[config.mk]
export PLATFORM = sky130hd
export DESIGN_NAME = conv_tile_scheduler
export DESIGN_NICKNAME = d
export VERILOG_FILES = /design/src/rtl/conv_tile_scheduler.sv
export SDC_FILE = /design/constraint.sdc
export NUM_CORES = 1
export LEC_CHECK = 0
export ABC_AREA = 0
export CORE_ASPECT_RATIO = 2
export CORE_MARGIN = 5
export CORE_UTILIZATION = 45
export CTS_CLUSTER_SIZE = 20
export DETAILED_ROUTE_END_ITERATION = 6
export PLACE_DENSITY = 0.7
export SKIP_CTS_REPAIR_TIMING = 1
export SYNTH_ARGS = -nofsm -noshare
export SYNTH_HDL_FRONTEND = slang
export SYNTH_SLANG_ARGS = --single-unit
[constraint.sdc]
create_clock -name clk -period 6.51 [get_ports clk]
set_clock_uncertainty 0.2 [all_clocks]
set_input_delay 1.302 -clock clk [delete_from_list [all_inputs] [get_ports clk]]
set_output_delay 1.302 -clock clk [all_outputs]
set_load 0.02 [all_outputs]
[src/rtl/conv_tile_scheduler.sv]
// -----------------------------------------------------------------------------
// conv_tile_scheduler
//
// Walks one convolution layer as an M x N x K grid of tiles and hands each
// tile to the systolic-array controller over a start/ready handshake. The walk
// order is K fastest, then N, then M. The current indices and the accumulator
// qualifiers stay stable for the whole lifetime of each tile so the address
// generators and the accumulator can use them directly.
//
// Optional feature (macro TILE_SCHED_PERF_EN):
//   Adds perf_busy_cycles / perf_stall_cycles. Both clear on config accept and
//   on reset, saturate at all-ones and hold after the layer completes. With
//   the macro undefined there are no extra ports and no counter logic.
//
// Ports:
//   clk, rst             system clock, synchronous active-high reset
//   cfg_valid/cfg_ready  layer config handshake (accepted only while idle)
//   cfg_m/n/k_tiles      tile counts for the layer (unsigned, CNT_W bits)
//   ctrl_start           one-cycle start pulse to the array controller
//   ctrl_ready           controller idle level
//   tile_m/n/k           current tile indices
//   acc_clr              current tile is the first K tile
//   acc_wb               current tile is the last K tile
//   busy                 layer in progress
//   layer_done           one-cycle pulse when the layer completes
//   perf_busy_cycles     (optional) cycles with busy=1
//   perf_stall_cycles    (optional) cycles waiting in ISSUE with ctrl_ready=0
// -----------------------------------------------------------------------------
module conv_tile_scheduler #(
    parameter int unsigned CNT_W = 8
) (
    input  logic             clk,
    input  logic             rst,
    input  logic             cfg_valid,
    output logic             cfg_ready,
    input  logic [CNT_W-1:0] cfg_m_tiles,
    input  logic [CNT_W-1:0] cfg_n_tiles,
    input  logic [CNT_W-1:0] cfg_k_tiles,
    output logic             ctrl_start,
    input  logic             ctrl_ready,
    output logic [CNT_W-1:0] tile_m,
    output logic [CNT_W-1:0] tile_n,
    output logic [CNT_W-1:0] tile_k,
    output logic             acc_clr,
    output logic             acc_wb,
    output logic             busy,
    output logic             layer_done
`ifdef TILE_SCHED_PERF_EN
    ,
    output logic [31:0]      perf_busy_cycles,
    output logic [31:0]      perf_stall_cycles
`endif
);

    localparam logic [CNT_W-1:0] CntZero = '0;
    localparam logic [CNT_W-1:0] CntOne  = {{(CNT_W-1){1'b0}}, 1'b1};

    typedef enum logic [2:0] {
        StIdle,
        StIssue,
        StWaitAck,
        StWaitDone,
        StNext,
        StDone
    } state_e;

    state_e           state_q, state_d;

    // Counts latched at accept; all index compares use these, never cfg_*.
    logic [CNT_W-1:0] m_cnt_q, m_cnt_d;
    logic [CNT_W-1:0] n_cnt_q, n_cnt_d;
    logic [CNT_W-1:0] k_cnt_q, k_cnt_d;

    logic [CNT_W-1:0] tile_m_q, tile_m_d;
    logic [CNT_W-1:0] tile_n_q, tile_n_d;
    logic [CNT_W-1:0] tile_k_q, tile_k_d;

    logic             cfg_accept;
    logic             cfg_has_zero;
    logic             m_last;
    logic             n_last;
    logic             k_last;
    logic             layer_last;

    // -------------------------------------------------------------------------
    // Decode helpers
    // -------------------------------------------------------------------------
    assign cfg_accept   = (state_q == StIdle) && cfg_valid;
    assign cfg_has_zero = (cfg_m_tiles == CntZero) || (cfg_n_tiles == CntZero) ||
                          (cfg_k_tiles == CntZero);

    // Latched counts are never zero while tiles are being walked, so count-1
    // cannot underflow in the states where these matter.
    assign m_last     = (tile_m_q == (m_cnt_q - CntOne));
    assign n_last     = (tile_n_q == (n_cnt_q - CntOne));
    assign k_last     = (tile_k_q == (k_cnt_q - CntOne));
    assign layer_last = m_last && n_last && k_last;

    // -------------------------------------------------------------------------
    // State and datapath registers
    // -------------------------------------------------------------------------
    always_ff @(posedge clk) begin
        if (rst) begin
            state_q  <= StIdle;
            m_cnt_q  <= '0;
            n_cnt_q  <= '0;
            k_cnt_q  <= '0;
            tile_m_q <= '0;
            tile_n_q <= '0;
            tile_k_q <= '0;
        end else begin
            state_q  <= state_d;
            m_cnt_q  <= m_cnt_d;
            n_cnt_q  <= n_cnt_d;
            k_cnt_q  <= k_cnt_d;
            tile_m_q <= tile_m_d;
            tile_n_q <= tile_n_d;
            tile_k_q <= tile_k_d;
        end
    end

    // -------------------------------------------------------------------------
    // Next-state, index walk and start pulse
    // -------------------------------------------------------------------------
    always_comb begin
        state_d    = state_q;
        m_cnt_d    = m_cnt_q;
        n_cnt_d    = n_cnt_q;
        k_cnt_d    = k_cnt_q;
        tile_m_d   = tile_m_q;
        tile_n_d   = tile_n_q;
        tile_k_d   = tile_k_q;
        ctrl_start = 1'b0;

        unique case (state_q)
            StIdle: begin
                if (cfg_valid) begin
                    m_cnt_d  = cfg_m_tiles;
                    n_cnt_d  = cfg_n_tiles;
                    k_cnt_d  = cfg_k_tiles;
                    tile_m_d = '0;
                    tile_n_d = '0;
                    tile_k_d = '0;
                    // An empty grid still completes with a done pulse.
                    state_d  = cfg_has_zero ? StDone : StIssue;
                end
            end

            StIssue: begin
                // Start only when the controller is idle; otherwise stall here.
                if (ctrl_ready) begin
                    ctrl_start = 1'b1;
                    state_d    = StWaitAck;
                end
            end

            StWaitAck: begin
                // Controller drops ready once it has taken the tile.
                if (!ctrl_ready) begin
                    state_d = StWaitDone;
                end
            end

            StWaitDone: begin
                if (ctrl_ready) begin
                    state_d = StNext;
                end
            end

            StNext: begin
                if (layer_last) begin
                    // Indices left on the final tile.
                    state_d = StDone;
                end else begin
                    state_d = StIssue;
                    if (!k_last) begin
                        tile_k_d = tile_k_q + CntOne;
                    end else begin
                        tile_k_d = '0;
                        if (!n_last) begin
                            tile_n_d = tile_n_q + CntOne;
                        end else begin
                            tile_n_d = '0;
                            tile_m_d = tile_m_q + CntOne;
                        end
                    end
                end
            end

            StDone: begin
                state_d = StIdle;
            end

            default: begin
                state_d = StIdle;
            end
        endcase
    end

    // -------------------------------------------------------------------------
    // Outputs
    // -------------------------------------------------------------------------
    assign busy       = (state_q != StIdle);
    assign cfg_ready  = !busy;
    assign layer_done = (state_q == StDone);
    assign tile_m     = tile_m_q;
    assign tile_n     = tile_n_q;
    assign tile_k     = tile_k_q;
    assign acc_clr    = busy && (tile_k_q == CntZero);
    assign acc_wb     = busy && k_last;

`ifdef TILE_SCHED_PERF_EN
    // -------------------------------------------------------------------------
    // Performance counters
    // -------------------------------------------------------------------------
    logic [31:0] perf_busy_q;
    logic [31:0] perf_stall_q;
    logic        stall_cycle;

    assign stall_cycle = (state_q == StIssue) && !ctrl_ready;

    always_ff @(posedge clk) begin
        if (rst || cfg_accept) begin
            perf_busy_q  <= '0;
            perf_stall_q <= '0;
        end else begin
            if (busy && (perf_busy_q != '1)) begin
                perf_busy_q <= perf_busy_q + 32'd1;
            end
            if (stall_cycle && (perf_stall_q != '1)) begin
                perf_stall_q <= perf_stall_q + 32'd1;
            end
        end
    end

    assign perf_busy_cycles  = perf_busy_q;
    assign perf_stall_cycles = perf_stall_q;
`else
    // Accept decode only feeds the optional counters.
    logic unused_cfg_accept;
    assign unused_cfg_accept = cfg_accept;
`endif

endmodule
==> results.txt <==
The worst-case vdd ir drop was 0.166 mV; the wire length of the first global-routing pass was 13.6 mm. The tools report the standard cell core area as 7160 um^2. The die is 130 um tall. Across the whole layout, storage elements account for 1020 um^2.

The final critical path time including I/O delays and setup is 4500 ps. The leading cell type by number of instances after synthesis is nand2_1. Yosys attributes the largest share of cell area to dfxtp_1 31%, nand2_1 8.7%, a21oi_1 5.5%, xnor2_1 4.3%, xor2_1 4.3%. Routed wire length: 8.15 mm. The reg2reg setup slack came out at 2990 ps. The count of nets left with antenna violations once routing finished came out at 0. The leading area contributor after synthesis is dfxtp_1.

The required arrival time at the worst endpoint was 5010 ps. The global-route usage over all layers was 0.181; the wire length per cell after detailed routing was 14.9 um. The slowest library cell on the worst path was clkdlybuf4s50_1. The number of vias per cell came out at 5.55. The critical path goes through or4_4 -> or4b_2 -> a2111oi_0 -> clkdlybuf4s50_1. The worst setup path is launched from a register. The synthesized design contains 0 enable-type register cells. The count of buffers inserted at the top-level ports is 57, and the number of max-cap violations is 0. The tools report the synthesized instance count as 416. The logs give 2 for the depth of the CTS H-tree and 281 ps for the worst hold slack. Summing every instance area after synthesis gives 3260 um^2. The share of layout cells above drive strength 1 works out to 0.0810. Register bit total from synthesis: 51. The detailed placement HPWL was 5.95 mm; the power density of the placed cells was 209 nW/um^2.

Based on the critical path, the design can be clocked at up to 222 MHz. Setup violations remaining at the end of the flow were counted as 0. Setup repair after global routing left no endpoint under its margin. Met2 usage in global routing: 0.305.

The flow ran to the end, and the final reports show no timing, DRC or antenna violations. The run gives 0.456 as the starting density of the core. Entering global routing, the biggest net connects 59 pins. Number of remaining DRC errors: 0. After filler insertion, the fill cell instance count of the layout stands at 724. The headroom to the max-slew limit was 0.430. The path class of the tightest hold or removal check is reg2reg. The DRC marker count from the first detailed-route iteration is 175, and the count of standard-cell rows is 44. The master cell of the clock root buffer was clkbuf_16.

Broken down by cell family, the worst path's largest delay share belongs to simple AND/OR/NAND/NOR gates. The run gives 9150 um^2 as the area of the die. The run gives 0.313 as the proportion of synthesized chip area in sequential cells. The worst setup path is of the reg2out kind. The tools report the source of the worst register-to-register timing path as k_cnt_q[0]. The primary flip-flop cell chosen by synthesis mapping is dfxtp_1. The via count is 3045, and the number of nets produced by synthesis is 451. In the final design database the tool counted 491 nets. Counting along the longest clock path gives a buffer depth of 2. Before antenna repair, the detailed router went through 4 iterations.

Synthesis instantiated 69 different standard cells from the library. In this run the count of I/O pins placed on the die edge is 58. After synthesis, the mean cell area works out to 7.84 um^2.

The area fraction of the dominant cell type after synthesis was 0.313. Clock-pin slew was measured on the worst setup and hold paths at 70 ps. In this run the most critical hold path is launched from k_cnt_q[7]. TritonCTS built the clock tree.

The tools report the number of antenna violations at the first check in global routing as 0. The logs give 0 for the number of pins exceeding their max-slew limit in the final report and 5 for the TritonCTS buffer count. For the pin with the worst max-slew slack, the measured transition is 853 ps.

The clock drives 51 sinks. Largest driver fanout on the critical path: 7. For the worst setup path, the data arrival time is 3000 ps. Clock latency on the worst-skew pair, taken at its later pin, is 300 ps. The number of buffers and inverters on the critical path was 1; the share of the core filled with cells in the final layout was 0.560. The tools report the via count of the first global-routing pass as 2829. The die is 70.2 um wide. met2 is the most crowded layer. The area added between synthesis and finish was 22.8%; the final weighted congestion of routability-driven global placement was 0.858.

The worst setup path is captured at an output pin. During synthesis, Yosys emitted a total of 0 warnings. The ratio of final minimum period to clock period was 0.691. The met1 layer usage reported by global route came out at 0.227. The most critical setup path has its startpoint at k_cnt_q[4]. Summed over all cells, the static leakage comes to 1.42 nW. The worst stage delay on the critical path is 680 ps, and the total area of multi-input combinational cells is 2060 um^2.

For this run the aggregate overflow at the end of global routing stands at 0. For the sum of negative setup slack, the log shows 0 ps. Ranked by instance count, the synthesized netlist is headed by 76 x nand2_1, 51 x dfxtp_1, 36 x a21oi_1. The run gives 0 as the antenna diode count. The met3 usage came out at 0.0329. The fraction of synthesis flops using an asynchronous set or reset pin was 0. The number of endpoints with negative hold slack in the final report came out at 0.
-- final timing paths --
check,end,cells past startpoint
min reg2reg,k_cnt_q[7],2
max reg2reg,tile_n[7],10
min,k_cnt_q[7],2
max,acc_wb,4
-- where the power goes --
| part | leakage [nW] | total, mW | internal [mW] | switching, mW |
|---|---|---|---|---|
| clock | 0.0844 | 0.307 | 0.184 | 0.124 |
| sequential | 0.415 | 0.350 | 0.326 | 0.0241 |
| combinational | 0.924 | 0.179 | 0.0831 | 0.0958 |
-- state kept, by name, summed over array words and instances (netlist names) --
| name | flops |
|---|---|
| k_cnt_q | 8 |
| m_cnt_q | 8 |
| tile_m | 8 |
| state_q | 3 |
| n_cnt_q | 8 |
| tile_k | 8 |
| tile_n | 8 |
-- worst register-to-register path: stages (launching register included) --
cell and delay (ps):
dfxtp_1 480, inv_1 90, ha_1 290, o21ba_2 220
a221oi_1 390, o221ai_2 210, o31ai_4 390, nand2_1 110
nor2b_1 690, a21oi_1 140, a21o_1 200
-- cells in the final DEF (no fill, tap or decap), types with 11 or more instances in the layout --
cell	count
nand2_1	76
clkdlybuf4s50_1	56
dfxtp_1	51
a21oi_1	36
nor3_1	19
xor2_1	16
xnor2_1	16
inv_1	14
o21ai_0	14
nor2_1	14
nand3_1	14
nor4_1	11
-- routing by layer --
metal	wire length (um)	up-vias
li1	-	1581
met1	3650	1385
met2	3920	65
met3	393	14
met4	191	0
met5	0	-
-- through the flow --
step	worst slack, ps	area [um^2]	instances	total power [mW]
floorplan	2320	3260	416	0.482
CTS	1980	4010	549	0.843
finish	2010	4010	549	0.836
global placement	2330	3830	541	0.533
global route	1900	4010	549	0.876
detailed placement	2330	3830	541	0.536
-- cell type report --
| type | instances | area share |
|---|---|---|
| multi-input cells | 325 | 0.515 |
| well taps | 92 | 0.0287 |
| clock inverters | 3 | 0.0119 |
| clock buffers | 5 | 0.0312 |
| inverters | 14 | 0.0131 |
| repair buffers | 59 | 0.145 |
| flip-flops and latches | 51 | 0.255 |
-- cells by family after synthesis --
| family | after synthesis | synth area share |
|---|---|---|
| AO/OA/AOI/OAI | 87 | 0.184 |
| XOR/XNOR | 32 | 0.0859 |
| adder cells (fa/ha/maj) | 7 | 0.0268 |
| buffers and inverters | 40 | 0.0545 |
| flip-flops | 51 | 0.313 |
| multiplexers | 6 | 0.0199 |
| AND/OR/NAND/NOR | 193 | 0.316 |
Note: power is estimated with default switching activity, not from simulation.
